--- config.mk ---
export PLATFORM = sky130hd
export DESIGN_NAME = instruction_decode
export DESIGN_NICKNAME = d
export VERILOG_FILES = /design/src/rtl/rv32i_pkg.sv /design/src/rtl/reg_file.sv /design/src/rtl/instruction_decode.sv
export SDC_FILE = /design/constraint.sdc
export NUM_CORES = 2
export LEC_CHECK = 0
export CORE_ASPECT_RATIO = 0.7
export CORE_UTILIZATION = 30
export CTS_CLUSTER_SIZE = 14
export DETAILED_ROUTE_END_ITERATION = 12
export MAX_ROUTING_LAYER = met4
export PLACE_DENSITY = 0.52
export SETUP_SLACK_MARGIN = 0.3
export SYNTH_ARGS = -nofsm -noshare
export SYNTH_HDL_FRONTEND = slang
export SYNTH_SLANG_ARGS = --single-unit
export TNS_END_PERCENT = 5
--- constraint.sdc ---
create_clock -name clk -period 47.4 [get_ports clk]
set_input_delay 7.11 -clock clk [delete_from_list [all_inputs] [get_ports clk]]
set_output_delay 7.11 -clock clk [all_outputs]
set_load 0.005 [all_outputs]
--- src/rtl/rv32i_pkg.sv ---
// RV32I decode constants shared by the ID stage.
// Holds the opcode values, the ALU operation codes driven on ALUControlE,
// the ResultSrcE encodings and the immediate-format selector, plus the
// immediate extraction helper used by instruction_decode.
package rv32i_pkg;

    localparam logic [6:0] OpR      = 7'b0110011;
    localparam logic [6:0] OpImm    = 7'b0010011;
    localparam logic [6:0] OpLoad   = 7'b0000011;
    localparam logic [6:0] OpStore  = 7'b0100011;
    localparam logic [6:0] OpBranch = 7'b1100011;
    localparam logic [6:0] OpJal    = 7'b1101111;
    localparam logic [6:0] OpJalr   = 7'b1100111;
    localparam logic [6:0] OpLui    = 7'b0110111;
    localparam logic [6:0] OpAuipc  = 7'b0010111;

    typedef enum logic [3:0] {
        AluAdd   = 4'd0,
        AluSub   = 4'd1,
        AluAnd   = 4'd2,
        AluOr    = 4'd3,
        AluXor   = 4'd4,
        AluSll   = 4'd5,
        AluSrl   = 4'd6,
        AluSra   = 4'd7,
        AluSlt   = 4'd8,
        AluSltu  = 4'd9,
        AluPassB = 4'd10
    } alu_ctrl_e;

    typedef enum logic [1:0] {
        ResAlu = 2'b00,
        ResMem = 2'b01,
        ResPc1 = 2'b10
    } result_src_e;

    typedef enum logic [2:0] {
        ImmI = 3'd0,
        ImmS = 3'd1,
        ImmB = 3'd2,
        ImmJ = 3'd3,
        ImmU = 3'd4
    } imm_src_e;

    // Sign-extended immediate for the given instruction format.
    function automatic logic [31:0] imm_ext(input logic [31:0] ir, input imm_src_e src);
        logic [31:0] imm;
        case (src)
            ImmI:    imm = {{20{ir[31]}}, ir[31:20]};
            ImmS:    imm = {{20{ir[31]}}, ir[31:25], ir[11:7]};
            ImmB:    imm = {{19{ir[31]}}, ir[31], ir[7], ir[30:25], ir[11:8], 1'b0};
            ImmJ:    imm = {{11{ir[31]}}, ir[31], ir[19:12], ir[20], ir[30:21], 1'b0};
            ImmU:    imm = {ir[31:12], 12'b0};
            default: imm = '0;
        endcase
        return imm;
    endfunction

endpackage

--- src/rtl/reg_file.sv ---
// 32x32 integer register file with two combinational read ports and one
// write port. x0 reads as zero and discards writes. A write landing on the
// same clock edge as a read of that (nonzero) register is forwarded to the
// read port so the ID stage sees the value being retired.
// Ports: clk, rst (async, active-high); ra1_i/ra2_i read addresses,
// rd1_o/rd2_o read data; we_i/wa_i/wd_i write enable, address, data.
module reg_file (
    input  logic        clk,
    input  logic        rst,
    input  logic [4:0]  ra1_i,
    input  logic [4:0]  ra2_i,
    output logic [31:0] rd1_o,
    output logic [31:0] rd2_o,
    input  logic        we_i,
    input  logic [4:0]  wa_i,
    input  logic [31:0] wd_i
);

    logic [31:0] regs_q [32];
    logic        wr_en;

    assign wr_en = we_i && (wa_i != 5'd0);

    always_ff @(posedge clk or posedge rst) begin
        if (rst) begin
            for (int i = 0; i < 32; i++) begin
                regs_q[i] <= '0;
            end
        end else if (wr_en) begin
            regs_q[wa_i] <= wd_i;
        end
    end

    always_comb begin
        rd1_o = '0;
        rd2_o = '0;
        if (ra1_i != 5'd0) begin
            rd1_o = (wr_en && (wa_i == ra1_i)) ? wd_i : regs_q[ra1_i];
        end
        if (ra2_i != 5'd0) begin
            rd2_o = (wr_en && (wa_i == ra2_i)) ? wd_i : regs_q[ra2_i];
        end
    end

endmodule

--- src/rtl/instruction_decode.sv ---
// RV32I instruction decode stage: combinational decode of IF_ID_IR, register
// file read (with writeback bypass) and the ID/EX pipeline register.
// Ports: clk, rst (async, active-high); IF_ID_IR/IF_ID_PC from fetch;
// RegWriteW/RdW/ResultW writeback; FlushE squashes the control bits of the
// instruction entering ID/EX; *E outputs are the registered ID/EX fields.
// Optional: define ID_ILLEGAL_DETECT_EN to add the IllegalE output.
// Undefined encodings decode with all control bits low.
module instruction_decode
    import rv32i_pkg::*;
(
    input  logic        clk,
    input  logic        rst,
    input  logic [31:0] IF_ID_IR,
    input  logic [31:0] IF_ID_PC,
    input  logic        RegWriteW,
    input  logic [4:0]  RdW,
    input  logic [31:0] ResultW,
    input  logic        FlushE,
    output logic        RegWriteE,
    output logic        MemWriteE,
    output logic        JumpE,
    output logic        BranchE,
    output logic        ALUSrcE,
    output logic        ALUSrcAE,
    output logic [1:0]  ResultSrcE,
    output logic [3:0]  ALUControlE,
    output logic [2:0]  Funct3E,
    output logic [31:0] RD1E,
    output logic [31:0] RD2E,
    output logic [31:0] ImmExtE,
    output logic [31:0] PCE,
    output logic [4:0]  RdE,
    output logic [4:0]  Rs1E,
`ifdef ID_ILLEGAL_DETECT_EN
    output logic        IllegalE,
`endif
    output logic [4:0]  Rs2E
);

    logic [6:0]  opcode;
    logic [2:0]  f3;
    logic [6:0]  f7;
    logic        f7_zero, f7_alt;
    logic        legal;
    logic        reg_write, mem_write, jump, branch, alu_src, alu_src_a;
    result_src_e result_src;
    alu_ctrl_e   alu_ctrl, alu_f3;
    imm_src_e    imm_src;
    logic [31:0] rd1, rd2;

    assign opcode  = IF_ID_IR[6:0];
    assign f3      = IF_ID_IR[14:12];
    assign f7      = IF_ID_IR[31:25];
    assign f7_zero = (f7 == 7'b0000000);
    assign f7_alt  = (f7 == 7'b0100000);

    reg_file u_reg_file (
        .clk   (clk),
        .rst   (rst),
        .ra1_i (IF_ID_IR[19:15]),
        .ra2_i (IF_ID_IR[24:20]),
        .rd1_o (rd1),
        .rd2_o (rd2),
        .we_i  (RegWriteW),
        .wa_i  (RdW),
        .wd_i  (ResultW)
    );

    // ALU op shared by R-type and I-ALU; SUB is layered on for R-type only.
    always_comb begin
        alu_f3 = AluAdd;
        case (f3)
            3'b000:  alu_f3 = AluAdd;
            3'b001:  alu_f3 = AluSll;
            3'b010:  alu_f3 = AluSlt;
            3'b011:  alu_f3 = AluSltu;
            3'b100:  alu_f3 = AluXor;
            3'b101:  alu_f3 = f7[5] ? AluSra : AluSrl;
            3'b110:  alu_f3 = AluOr;
            default: alu_f3 = AluAnd;
        endcase
    end

    always_comb begin
        legal      = 1'b1;
        reg_write  = 1'b0;
        mem_write  = 1'b0;
        jump       = 1'b0;
        branch     = 1'b0;
        alu_src    = 1'b0;
        alu_src_a  = 1'b0;
        result_src = ResAlu;
        alu_ctrl   = AluAdd;
        imm_src    = ImmI;
        case (opcode)
            OpR: begin
                legal     = f7_zero || (f7_alt && ((f3 == 3'b000) || (f3 == 3'b101)));
                reg_write = 1'b1;
                alu_ctrl  = ((f3 == 3'b000) && f7[5]) ? AluSub : alu_f3;
            end
            OpImm: begin
                if (f3 == 3'b001)      legal = f7_zero;
                else if (f3 == 3'b101) legal = f7_zero || f7_alt;
                reg_write = 1'b1;
                alu_src   = 1'b1;
                alu_ctrl  = alu_f3;
            end
            OpLoad: begin
                legal      = (f3 != 3'b011) && (f3[2:1] != 2'b11);
                reg_write  = 1'b1;
                alu_src    = 1'b1;
                result_src = ResMem;
            end
            OpStore: begin
                legal     = (f3[2] == 1'b0) && (f3 != 3'b011);
                mem_write = 1'b1;
                alu_src   = 1'b1;
                imm_src   = ImmS;
            end
            OpBranch: begin
                legal    = (f3[2:1] != 2'b01);
                branch   = 1'b1;
                alu_ctrl = AluSub;
                imm_src  = ImmB;
            end
            OpJal: begin
                jump       = 1'b1;
                reg_write  = 1'b1;
                alu_src    = 1'b1;
                alu_src_a  = 1'b1;
                result_src = ResPc1;
                imm_src    = ImmJ;
            end
            OpJalr: begin
                legal      = (f3 == 3'b000);
                jump       = 1'b1;
                reg_write  = 1'b1;
                alu_src    = 1'b1;
                result_src = ResPc1;
            end
            OpLui: begin
                reg_write = 1'b1;
                alu_src   = 1'b1;
                alu_ctrl  = AluPassB;
                imm_src   = ImmU;
            end
            OpAuipc: begin
                reg_write = 1'b1;
                alu_src   = 1'b1;
                alu_src_a = 1'b1;
                imm_src   = ImmU;
            end
            default: legal = 1'b0;
        endcase
        // Undefined or malformed encodings (including the all-zero bubble) become NOPs.
        if (!legal) begin
            reg_write  = 1'b0;
            mem_write  = 1'b0;
            jump       = 1'b0;
            branch     = 1'b0;
            alu_src    = 1'b0;
            alu_src_a  = 1'b0;
            result_src = ResAlu;
            alu_ctrl   = AluAdd;
        end
    end

    always_ff @(posedge clk or posedge rst) begin
        if (rst) begin
            RegWriteE   <= 1'b0;
            MemWriteE   <= 1'b0;
            JumpE       <= 1'b0;
            BranchE     <= 1'b0;
            ALUSrcE     <= 1'b0;
            ALUSrcAE    <= 1'b0;
            ResultSrcE  <= '0;
            ALUControlE <= '0;
            Funct3E     <= '0;
            RD1E        <= '0;
            RD2E        <= '0;
            ImmExtE     <= '0;
            PCE         <= '0;
            RdE         <= '0;
            Rs1E        <= '0;
            Rs2E        <= '0;
        end else begin
            // Flush only kills the side-effecting controls; data still flows.
            RegWriteE   <= reg_write & ~FlushE;
            MemWriteE   <= mem_write & ~FlushE;
            JumpE       <= jump & ~FlushE;
            BranchE     <= branch & ~FlushE;
            ALUSrcE     <= alu_src;
            ALUSrcAE    <= alu_src_a;
            ResultSrcE  <= result_src;
            ALUControlE <= alu_ctrl;
            Funct3E     <= f3;
            RD1E        <= rd1;
            RD2E        <= rd2;
            ImmExtE     <= imm_ext(IF_ID_IR, imm_src);
            PCE         <= IF_ID_PC;
            RdE         <= IF_ID_IR[11:7];
            Rs1E        <= IF_ID_IR[19:15];
            Rs2E        <= IF_ID_IR[24:20];
        end
    end

`ifdef ID_ILLEGAL_DETECT_EN
    always_ff @(posedge clk or posedge rst) begin
        if (rst) begin
            IllegalE <= 1'b0;
        end else begin
            // The all-zero word is a bubble, not an illegal instruction.
            IllegalE <= ~legal & (IF_ID_IR != 32'h0) & ~FlushE;
        end
    end
`endif

endmodule

# [Yosys cells after proc, flatten, opt, wreduce, memory -nomap -nowiden]
# Cells that the tools add are included.
# Widths: inputs -> output; s select.
[op_classes] mux=37 n_eq_ne=25 reduce_logical=23 magnitude_cmp=4 n_bitwise=9
[ops] cell="$bwmux 1024" count=1
[ops] cell="$bmux 32 s5" count=2
[ops] cell="$mux 32" count=9
[ops] cell="$demux 32 s5" count=1
[ops] cell="$pmux 32 s5" count=1
[ops] cell="$eq 7x6->1 const B" count=4
[ops] cell="$pmux 4 s7" count=1
[ops] cell="$eq 7x7->1 const B" count=3
[ops] cell="$ge 6x6->1 const B" count=3
[ops] cell="$not 5->6" count=3
[ops] cell="$pmux 4 s4" count=1
[ops] cell="$mux 1" count=15
[ops] cell="$reduce_bool 5->1" count=3
[ops] cell="$eq 7x5->1 const B" count=2
[ops] cell="$reduce_or 7->1" count=2
[ops] cell="$eq 3x2->1 const B" count=4
[ops] cell="$eq 3x3->1 const B" count=4
[ops] cell="$pmux 3 s4" count=1
[ops] cell="$eq 5x5->1" count=2
[ops] cell="$logic_and 1x1->1" count=8
[ops] cell="$mux 4" count=2
[ops] cell="$eq 7x2->1 const B" count=1
[ops] cell="$logic_not 7->1" count=1
[ops] cell="$pmux 1 s7" count=1
[ops] cell="other kinds (13)" count=23
[word_totals] out_inout_bits=158 ff_bits=1182 inputBits=105

# [Longest topological paths before layout]
[logic_depth] word_depth=7 mapped_depth=10 depth_no_buf=6

# [Modules after synthesis]
# From an unflattened synthesis, not the netlist that was laid out.
[hier_totals] cells_unflattened=4215 area_unflattened_um2=60367.9
[by_module_without_submodules] mod="reg_file" area_each_um2=55680.9 n_inst=1 cells_per_inst=3936
[by_module_without_submodules] mod="instruction_decode" area_each_um2=4687.0 n_inst=1 cells_per_inst=279

# [Worst setup path after synthesis]
# OpenSTA, ideal clock, no wires.
[synth_timing] path_kind="in2reg" start="input port IF_ID_IR[15]" end="register RD1E[18]" path_buffers=3 setup_time_ns=0.121 path_stages=7 path_slack_ns=38.486 t_arrival_ns=8.793 path_cell_list="buf_2 buf_2 buf_4 mux4_2 a221oi_1 a21oi_1 a22o_1"
[synth_between] elab_chain_len=6
[synth_rtl] item="from (decl)" line_no="instruction_decode.sv:13" source="input logic [31:0] IF_ID_IR,"
[synth_rtl] item="$not 5->6 (not written as such)" line_no="reg_file.sv:38" source="rd1_o = (wr_en && (wa_i == ra1_i)) ? wd_i : regs_q[ra1_i];"
[synth_rtl] item="$bmux 32 s5" line_no="reg_file.sv:38"
[synth_rtl] item="$mux 32 (not written as such) (2 in a row)" line_no="reg_file.sv:38"
[synth_rtl] item="$mux 32" line_no="reg_file.sv:38"
[synth_rtl] item="$mux 32 (*)" line_no="reg_file.sv:37" source="if (ra1_i != 5'd0) begin"
[synth_rtl] item="via rd1[18]" line_no="instruction_decode.sv:49" source="logic [31:0] rd1, rd2;"
[synth_rtl] item="to (signal assigned)" line_no="instruction_decode.sv:197" source="RD1E <= rd1;"
[synth_rtl] item="to (decl)" line_no="instruction_decode.sv:28" source="output logic [31:0] RD1E,"
# Mark *: on every way through the listed nets, which the timed path passes. The rest lies on a longest branch. The select of a mux whose other input is x is not followed.
# A chain may end at the register's enable or synchronous reset.

# [Worst setup path after layout]
[layout_timing] start="input port IF_ID_IR[15]" end="register RD1E[13]"
# The elaborated chain is that of the path after synthesis.

==> metrics.cfg <==
[status]
status = completed

[clock_network]
postCtsResizedCells = 0
cts_tree = built
cts_hold_buf = 0
root_buffer = clkbuf_16
clockBufferDepth = 4
cts_setup_buffers = 0
htreeDepth = 4
worstSkewPairLatency_ns = 0.81
cts.clk_slew.worst_paths_ns = 0.06
cts_sinks = 1182
numCtsBuffers = 141

[synthesis]
synth_compound_area_share_pct = 6.427
synth_top_area_share_pct = 49.50
ys_async_sr_fraction_pct = 100.0
synthXorXnorAreaFrac_pct = 0.1466
yosys_warnings = 0
synth_edf_count = 0
synthAdderAreaFrac_pct = 0
synthSimpleGateAreaFrac_pct = 2.461
ys.flop_type = dfrtp_1
ys_seq_area_share_pct = 49.50
synth_nets = 4234
syn-cell-area_um2 = 59750
yosys.area.top_type = dfrtp_1
synth.avg_cell_area_um2 = 14.47
yosys-top-cells-area = dfrtp_1, mux2_2, mux4_2
synth_cell_types = 60
netlist_instances = 4129
synthMuxAreaShare_pct = 37.81
synth_seq_cells = 1182
synth_top_family_by_area = multiplexers

[hold_path]
hp-class = reg -> reg

[cells_and_area]
final_cell_mix = dfrtp_1, mux2_2, mux4_2
stdcell_count = 6925
utilization_pct = 35.23
drive_gt1_share_pct = 42.90
layout_commonest_cell = dfrtp_1
areaGrowthSynthToFinish_pct = 16.17
fillers = 18980
fin_nets = 4301

[sta]
fin_tns_setup_ns = 0
final.setup_skew_ns = 0.02946
hold_viol_final = 0
min_period_ns = 10.96
rsz0062_at_grt = no
drv_slew = 0
clock.fmax_mhz = 91.24
relSlewSlack_pct = 8.451
timing.final.crit_share_pct = 23.12
setup-violations-final = 0
tightestPinTransition_ns = 1.373

[pwr]
p_leak_uw = 0.02967
power_density_nw_per_um2 = 43.27
peakVddDrop_uv = 24.95

[setup_path]
startpoint_type = input pin
path_class = in -> reg
crit_path_end_kind = register
worst_ep_required_time_ns = 48.08
arrival_ns = 11.64
path_max_fanout = 77

[detailed_routing]
via_per_inst = 5.708
drtIter0Drc = 3743
drc = 0
wl_per_cell_um = 31.66
drtPass1Iterations = 7
vias = 39530
postRouteAntennaNets = 0
routed_wl_um = 219200

[grt]
grt.overflow.total = 0
grt_first_pass_wirelength_um = 312900
grt_pass1_vias = 39920
grt_max_degree = 169
grtUsageTotal_pct = 22.30
grt_antenna_before_repair = 15

[floorplan]
die_h_um = 375.4
initial_core_util_pct = 30.32
fp.dieArea_um2 = 201000
die_w_um = 535.4
core_area_um2 = 197000
io_pins = 263
rows = 136

[place]
gp_congestion = 0.7829
dp_hpwl_um = 118800
io_buffers = 262
dp_cells = 6675

[flow_run]
cap_violations = 0

## sequential cells by signal, summed over array words and instances, names as in the netlist, 2 cells and up
| name | count |
|---|---|
| Rs2E | 5 |
| RD1E | 32 |
| RdE | 5 |
| ResultSrcE | 2 |
| Funct3E | 3 |
| ALUControlE | 4 |
| ImmExtE | 32 |
| u_reg_file.regs_q | 1024 |
| PCE | 32 |
| Rs1E | 5 |
| RD2E | 32 |
## Yosys cell counts (all sizes together) (3+ instances only)
| master | instances |
|---|---|
| a221oi | 91 |
| nor2b | 12 |
| nand3b | 3 |
| mux2 | 1047 |
| nand4b | 3 |
| nand3 | 49 |
| nand2 | 98 |
| a211oi | 24 |
| buf | 244 |
| nor2 | 61 |
| clkbuf | 207 |
| a21o | 21 |
| or3 | 12 |
| a211o | 7 |
| o211ai | 3 |
| or2 | 4 |
| or3b | 6 |
| mux2i | 197 |
| nor3 | 29 |
| inv | 8 |
| a32o | 3 |
| nand2b | 5 |
| mux4 | 392 |
| a22o | 62 |
| o221ai | 14 |
| o22ai | 14 |
| a22oi | 86 |
| nor3b | 3 |
| nand4 | 8 |
| a21oi | 96 |
| dfrtp | 1182 |
| xor2 | 7 |
| xnor2 | 3 |
| o21ai | 104 |
| a31oi | 4 |
## worst paths after layout
check | startpoint | endpoint | slack [ns] | cells past startpoint
max | IF_ID_IR[15] | RD1E[13] | 36.44 | 10
min in group asynchronous | rst | PCE[8] | 6.89 | 2
min reg2reg | u_reg_file.regs_q[1018] | u_reg_file.regs_q[1018] | 0.40 | 0
max in group asynchronous | rst | Rs1E[1] | 36.49 | 6
max reg2reg | u_reg_file.regs_q[77] | RD1E[13] | 45.49 | 5
min | u_reg_file.regs_q[1018] | u_reg_file.regs_q[1018] | 0.40 | 0
## worst max-delay path, cell delays in order
cell      delay [ns]
buf_8           0.20
buf_12          0.42
buf_12          0.56
buf_4           0.75
buf_4           0.74
mux4_2          0.61
a22o_1          0.24
a221oi_1        0.26
a21oi_1         0.17
a22o_1          0.23
## logic make-up (layout without fill, tap and decap cells)
kind of cell	after synthesis	count (layout)
mux	1636	1636
flops	1182	1182
compound gates	538	538
buf+inv	459	626
simple gates	304	304
xor+xnor	10	10
other cells	0	7
## metrics by stage
| step | area [µm²] | worst slack (ns) | hold WS, ns | total power, µW |
|---|---|---|---|---|
| floorplan | 59750 | 6.994 | 0.4413 | 1695 |
| global placement | 64670 | 35.46 | 0.3769 | 1862 |
| detailed placement | 64670 | 35.40 | 0.3836 | 1876 |
| CTS | 69390 | 36.26 | 0.3968 | 3028 |
| global route | 69400 | 35.77 | 0.4118 | 3130 |
| finish | 69410 | 36.44 | 0.3978 | 3004 |
## power breakdown
part | switching (µW) | total (µW) | internal [µW]
logic | 228 | 546 | 318
clock network | 462 | 1140 | 677
registers | 132 | 1320 | 1190
## routing by layer
layer | part of all wire (%) | vias to the layer above | global-route usage (%)
li1 | - | 15960 | -
met1 | 45 | 21660 | 30.94
met2 | 45 | 1554 | 33.25
met3 | 7.1 | 360 | 4.375
met4 | 2.6 | 0 | 5.742
met5 | 0 | - | -
## cell type report
| class | count | area, µm² | area share, % |
|---|---|---|---|
| Inverter | 8 | 37.54 | 0.05408 |
| Multi-Input combinational cell | 2488 | 28230 | 40.68 |
| Clock inverter | 36 | 501.7 | 0.7228 |
| Timing Repair Buffer | 375 | 3538 | 5.098 |
| Sequential cell | 1182 | 29580 | 42.61 |
| Clock buffer | 207 | 4223 | 6.084 |
| Tap cell | 2622 | 3281 | 4.726 |
| Antenna cell | 7 | 17.52 | 0.02524 |
No activity file was read; power rests on OpenSTA's default activity.
